===== src/rtl/game_ctrl.sv =====
// Game-flow controller for the ball/score block: button debounce, serve/point
// delays, pause, game-over detection and per-point ball speed-up.
module game_ctrl #(
  parameter int DEBOUNCE_CYCLES = 500000,
  parameter int SERVE_DELAY     = 50000000,
  parameter int POINT_DELAY     = 25000000,
  parameter int PRESC_INIT      = 250000,
  parameter int PRESC_STEP      = 10000,
  parameter int PRESC_MIN       = 100000
) (
  input  logic        CLK,
  input  logic        RST_N,
  input  logic        btn_start,
  input  logic [3:0]  p1_score,
  input  logic [3:0]  p2_score,
  input  logic        gamestop,
  output logic        start,
  output logic [21:0] prescaler,
  output logic [2:0]  state_o,
  output logic [1:0]  winner
);

  localparam logic [2:0] S_IDLE  = 3'd0;
  localparam logic [2:0] S_SERVE = 3'd1;
  localparam logic [2:0] S_PLAY  = 3'd2;
  localparam logic [2:0] S_HOLD  = 3'd3;
  localparam logic [2:0] S_POINT = 3'd4;
  localparam logic [2:0] S_OVER  = 3'd5;

  localparam int DB_W = (DEBOUNCE_CYCLES > 1) ? $clog2(DEBOUNCE_CYCLES) : 1;
  localparam logic [DB_W-1:0] DB_MAX = DB_W'(DEBOUNCE_CYCLES - 1);

  logic            sync1_reg, sync2_reg, db_level_reg, db_prev_reg;
  logic [DB_W-1:0] db_cnt_reg;
  logic [3:0]      prev_p1_reg, prev_p2_reg;
  logic            prev_gs_reg;
  logic            press, gs_rise, point;

  logic [2:0]  state_reg, state_next;
  logic [25:0] dly_reg, dly_next;
  logic        start_reg, start_next;
  logic [21:0] presc_reg, presc_next, presc_dec;
  logic [22:0] presc_diff;
  logic [1:0]  winner_reg, winner_next;

  // Button: 2-flop synchronizer, then a level debouncer.
  always_ff @(posedge CLK or negedge RST_N) begin
    if (!RST_N) begin
      sync1_reg    <= 1'b0;
      sync2_reg    <= 1'b0;
      db_level_reg <= 1'b0;
      db_prev_reg  <= 1'b0;
      db_cnt_reg   <= '0;
    end else begin
      sync1_reg   <= btn_start;
      sync2_reg   <= sync1_reg;
      db_prev_reg <= db_level_reg;
      if (sync2_reg == db_level_reg) begin
        db_cnt_reg <= '0;
      end else if (db_cnt_reg == DB_MAX) begin
        db_level_reg <= sync2_reg;
        db_cnt_reg   <= '0;
      end else begin
        db_cnt_reg <= db_cnt_reg + 1'b1;
      end
    end
  end

  assign press = db_level_reg & ~db_prev_reg;

  always_ff @(posedge CLK or negedge RST_N) begin
    if (!RST_N) begin
      prev_p1_reg <= '0;
      prev_p2_reg <= '0;
      prev_gs_reg <= 1'b0;
    end else begin
      prev_p1_reg <= p1_score;
      prev_p2_reg <= p2_score;
      prev_gs_reg <= gamestop;
    end
  end

  // The ball block clears the scores as it raises gamestop; that is not a point.
  assign gs_rise = gamestop & ~prev_gs_reg;
  assign point   = ((p1_score != prev_p1_reg) | (p2_score != prev_p2_reg)) & ~gs_rise;

  assign presc_diff = {1'b0, presc_reg} - 23'(PRESC_STEP);
  assign presc_dec  = (presc_diff[22] || (presc_diff[21:0] < 22'(PRESC_MIN)))
                      ? 22'(PRESC_MIN) : presc_diff[21:0];

  always_ff @(posedge CLK or negedge RST_N) begin
    if (!RST_N) begin
      state_reg  <= S_IDLE;
      dly_reg    <= '0;
      start_reg  <= 1'b0;
      presc_reg  <= 22'(PRESC_INIT);
      winner_reg <= 2'b00;
    end else begin
      state_reg  <= state_next;
      dly_reg    <= dly_next;
      start_reg  <= start_next;
      presc_reg  <= presc_next;
      winner_reg <= winner_next;
    end
  end

  always_comb begin
    state_next = state_reg;
    case (state_reg)
      S_IDLE:  if (press) state_next = S_SERVE;
      S_SERVE: if (dly_reg == 26'(SERVE_DELAY - 1)) state_next = S_PLAY;
      S_PLAY: begin
        if (gs_rise)    state_next = S_OVER;
        else if (point) state_next = S_POINT;
        else if (press) state_next = S_HOLD;
      end
      S_HOLD:  if (press) state_next = S_PLAY;
      S_POINT: if (dly_reg == 26'(POINT_DELAY - 1)) state_next = S_PLAY;
      S_OVER:  if (press) state_next = S_IDLE;
      default: state_next = S_IDLE;
    endcase
  end

  // Registered outputs are derived from the upcoming state so they track it exactly.
  always_comb begin
    start_next  = (state_next == S_PLAY);
    presc_next  = presc_reg;
    winner_next = winner_reg;
    if ((state_next != state_reg) || !((state_reg == S_SERVE) || (state_reg == S_POINT)))
      dly_next = '0;
    else
      dly_next = dly_reg + 26'd1;
    if ((state_reg == S_IDLE) && (state_next == S_SERVE)) begin
      presc_next  = 22'(PRESC_INIT);
      winner_next = 2'b00;
    end
    if ((state_reg == S_PLAY) && (state_next == S_POINT))
      presc_next = presc_dec;
    if ((state_reg == S_PLAY) && (state_next == S_OVER))
      winner_next = (prev_p1_reg > prev_p2_reg) ? 2'b01 : 2'b10;
  end

  assign start     = start_reg;
  assign prescaler = presc_reg;
  assign state_o   = state_reg;
  assign winner    = winner_reg;

endmodule


===== config.mk =====
export PLATFORM = sky130hd
export DESIGN_NAME = game_ctrl
export DESIGN_NICKNAME = d
export VERILOG_FILES = /design/src/rtl/game_ctrl.sv
export SDC_FILE = /design/constraint.sdc
export NUM_CORES = 1
export LEC_CHECK = 0
export ABC_AREA = 1
export CAP_MARGIN = 20
export CORE_MARGIN = 3
export CORE_UTILIZATION = 55
export DETAILED_ROUTE_END_ITERATION = 8
export GPL_TIMING_DRIVEN = 0
export HOLD_SLACK_MARGIN = 0.12
export PLACE_DENSITY = 0.88
export SETUP_SLACK_MARGIN = 0.02
export SLEW_MARGIN = 20
export SYNTH_ARGS = -nofsm -noshare
export SYNTH_HDL_FRONTEND = slang
export SYNTH_SLANG_ARGS = --single-unit
export TNS_END_PERCENT = 10

===== constraint.sdc =====
create_clock -name CLK -period 2.1 [get_ports CLK]
set_input_delay 0.42 -clock CLK [delete_from_list [all_inputs] [get_ports CLK]]
set_output_delay 0.42 -clock CLK [all_outputs]
set_load 0.02 [all_outputs]

==> results.cfg <==
[synthesis]
syn-instance-count = 614
syn_area_per_cell_um2 = 7.70
ys_seq_area_share_pct = 43.6
synth_flop_cell = dfrtp_1
synth_cell_types = 41
synthArstFlopShare_pct = 100
yosysTopAreaCellShare_pct = 39.7
synth_area_um2 = 4730
yosys_warnings = 0
yosysTopAreaCell = dfrtp_1
synth_edf_count = 0
synth_seq_cells = 82
synthTopCellsByArea = dfrtp_1 40%, nand2_1 10%, inv_1 7.2%

[place]
dpl.cell_count = 758
dp_hpwl_um = 7380
port_buffers = 35
place_ws_ns = -0.313
routabilityCongestion = 0.940

[timing]
finalWorstSetupSlack_ns = -0.0854
maxSlewHeadroom_pct = 64.6
slew_violations = 0
period_minus_slack_ns = 2.19
period_share_pct = 104
worst_pin_slew_ns = 0.529
clock.fmax_ghz = 0.458
hold_viol_final = 0
fin_skew_ns = 0.0126
setup_viol = 20
grt_setup_unrepaired = yes

[power_and_ir_drop]
p_total_mw = 3.03
leakage_nw = 2.70
p_per_area_nw_per_um2 = 507
ir_worst_vdd_v = 0.000526

[global_routing]
grt_overflow_total = 0
antenna_found_initial = 0
grt_pass1_wl_um = 18400
grt_max_degree = 60
first_global_vias = 4234
grtUsageTotal_pct = 22.8

[setup_path]
crit_chain = inv_4 > ha_4 > nand2_4 > nand3_4 > nand2_4 > nand2_2 > nand2_1 > nand2_1 > nor2_1 > nand2_1 > nand3_4 > nand2_8 > nand3_1 > nand2_1 > inv_1
worstPathArrival_ns = 2.50
cp.required_ns = 2.41
r2r_start = prescaler[4]
startpoint_type = register
critPathKind = register to register
cp_slowest_cell = dfstp_2
cp_common_cell = nand2_1
cp_max_fo = 6
cp-end-kind = register
startpoint = prescaler[4]
rr_endpoint = prescaler[16]
slowest_delay_ns = 0.57
reg2regPathDepth = 15
r2r_setup_slack_ns = -0.09

[run_status]
failed_checks = setup timing
outcome = finished, violations left

[finish]
syn2layout_area_growth_pct = 26.4
final_core_util_pct = 72.0
layout_commonest_cell = nand2_1
final_cells = 799
drive_gt1_share_pct = 18.4
antenna_cells = 0
final_cell_mix = 120 x nand2_1, 89 x inv_1, 83 x nor2_1
largest_reg_flops = 26
nets = 709

[floorplan]
die_x_um = 98.7
initial_core_util_pct = 56.9
die_height_um = 98.7
core_um2 = 8300
die_area_um2 = 9740
io_pins = 40
std_cell_rows = 33

[clocking]
cts_root_buf = clkbuf_8
numCtsBuffers = 9
cts.path.max_buffers = 2
htreeDepth = 3
clk_pin_slew_ns = 0.09
cts_num_sinks = 82
cts_tree = done
clock_latency_ns = 0.36

[detailed_routing]
viasPerCell = 5.75
routedWlPerCell_um = 16.0
drt_first_iter_violations = 480
routed_wirelength_um = 12800
ant_nets = 0
first_pass_iters = 7
post-route-drc-count = 0
vias = 4593

[min_path]
hold_end = prev_p2_reg[2]
whs_path_depth = 1
worstHoldStart = p2_score[2]
worstHoldPathType = primary input to register

[flow_run]
maxCapViolCount = 0
==> routing by layer <==
metal / GRT usage, % / routed length (um) / up-vias
met5: 0 / 0 / -
met4: 8.82 / 652 / 0
met3: 4.46 / 1070 / 72
met2: 38.6 / 6230 / 279
met1: 28.9 / 4800 / 2132
li1: - / - / 2110
==> metrics by stage <==
step / cell area, um^2 / hold WS [ns] / TNS, ns
final: 5970 / 0.224 / -0.929
after global routing: 5970 / 0.230 / -4.06
after CTS: 5530 / 0.356 / 0
after detailed placement: 5240 / 0.339 / -11.45
after global placement: 5220 / 0.336 / -179.50
after floorplan: 4740 / 0.124 / 0
==> cells in the mapped netlist (2+ instances only) <==
library cell	count
nor2_2	5
a21oi_1	16
nand3_2	3
xnor2_1	9
dfstp_2	7
nor3_2	4
buf_6	4
nor2_1	88
nand2_2	5
o21ai_0	12
inv_1	91
o22ai_1	4
ha_1	7
o21ai_1	7
nor4_2	2
nand3b_1	2
nand3_1	52
buf_4	5
inv_2	5
nand2_4	2
xor2_1	23
dfrtp_1	75
nor4_1	4
nand2_1	132
nand4_1	21
nor3_1	14
==> where the power goes <==
part,internal [mW],switching [mW],total [mW],leakage (nW)
clock,0.730,0.561,1.29,0.110
sequential,1.59,0.0108,1.60,1.08
combinational,0.0542,0.0766,0.131,1.51
==> logic make-up after synthesis <==
kind of cell,after synthesis,share of synthesized area (%)
simple gates,339,33.1
xor+xnor,32,5.93
fa+ha+maj,7,1.85
buf+inv,107,9.58
other cells,1,0.0794
flops,82,43.6
compound gates,46,5.83
==> critical path, delay by kind of cell (launching register included) <==
kind          cells  cell delay, ns
simple gates     12            1.25
flops             1            0.57
fa+ha+maj         1            0.18
buf+inv           2            0.12
==> final cells by class <==
class                      instances  area, um^2
clock buffer                      13         159
tap                              105         131
fill                             558        2330
multi-input combinational        431        2530
clock inverter                     2        60.1
buffer                            10        91.3
timing repair buffer              59         571
sequential                        82        2060
inverter                          97         372
==> how the worst max path moves through the flow <==
| stage | end | depth (start not counted) |
|---|---|---|
| 2_1_floorplan | prescaler[11] | 14 |
| 3_3_place_gp | dly_reg[18] | 1 |
| 3_5_place_dp | prescaler[8] | 12 |
| 4_1_cts | prescaler[6] | 12 |
| 5_1_grt | dly_reg[19] | 11 |
| 6_report | prescaler[16] | 15 |
==> repair_timing <==
item	CTS	global route
pin swaps	1	20
setup endpoints to repair	18	50
hold buffers	1	0
buffers inserted	2	18
gates resized for setup	7	71
endpoints found under the hold margin	21	0
gates cloned	2	3
Power figures use the tool's default switching activity.
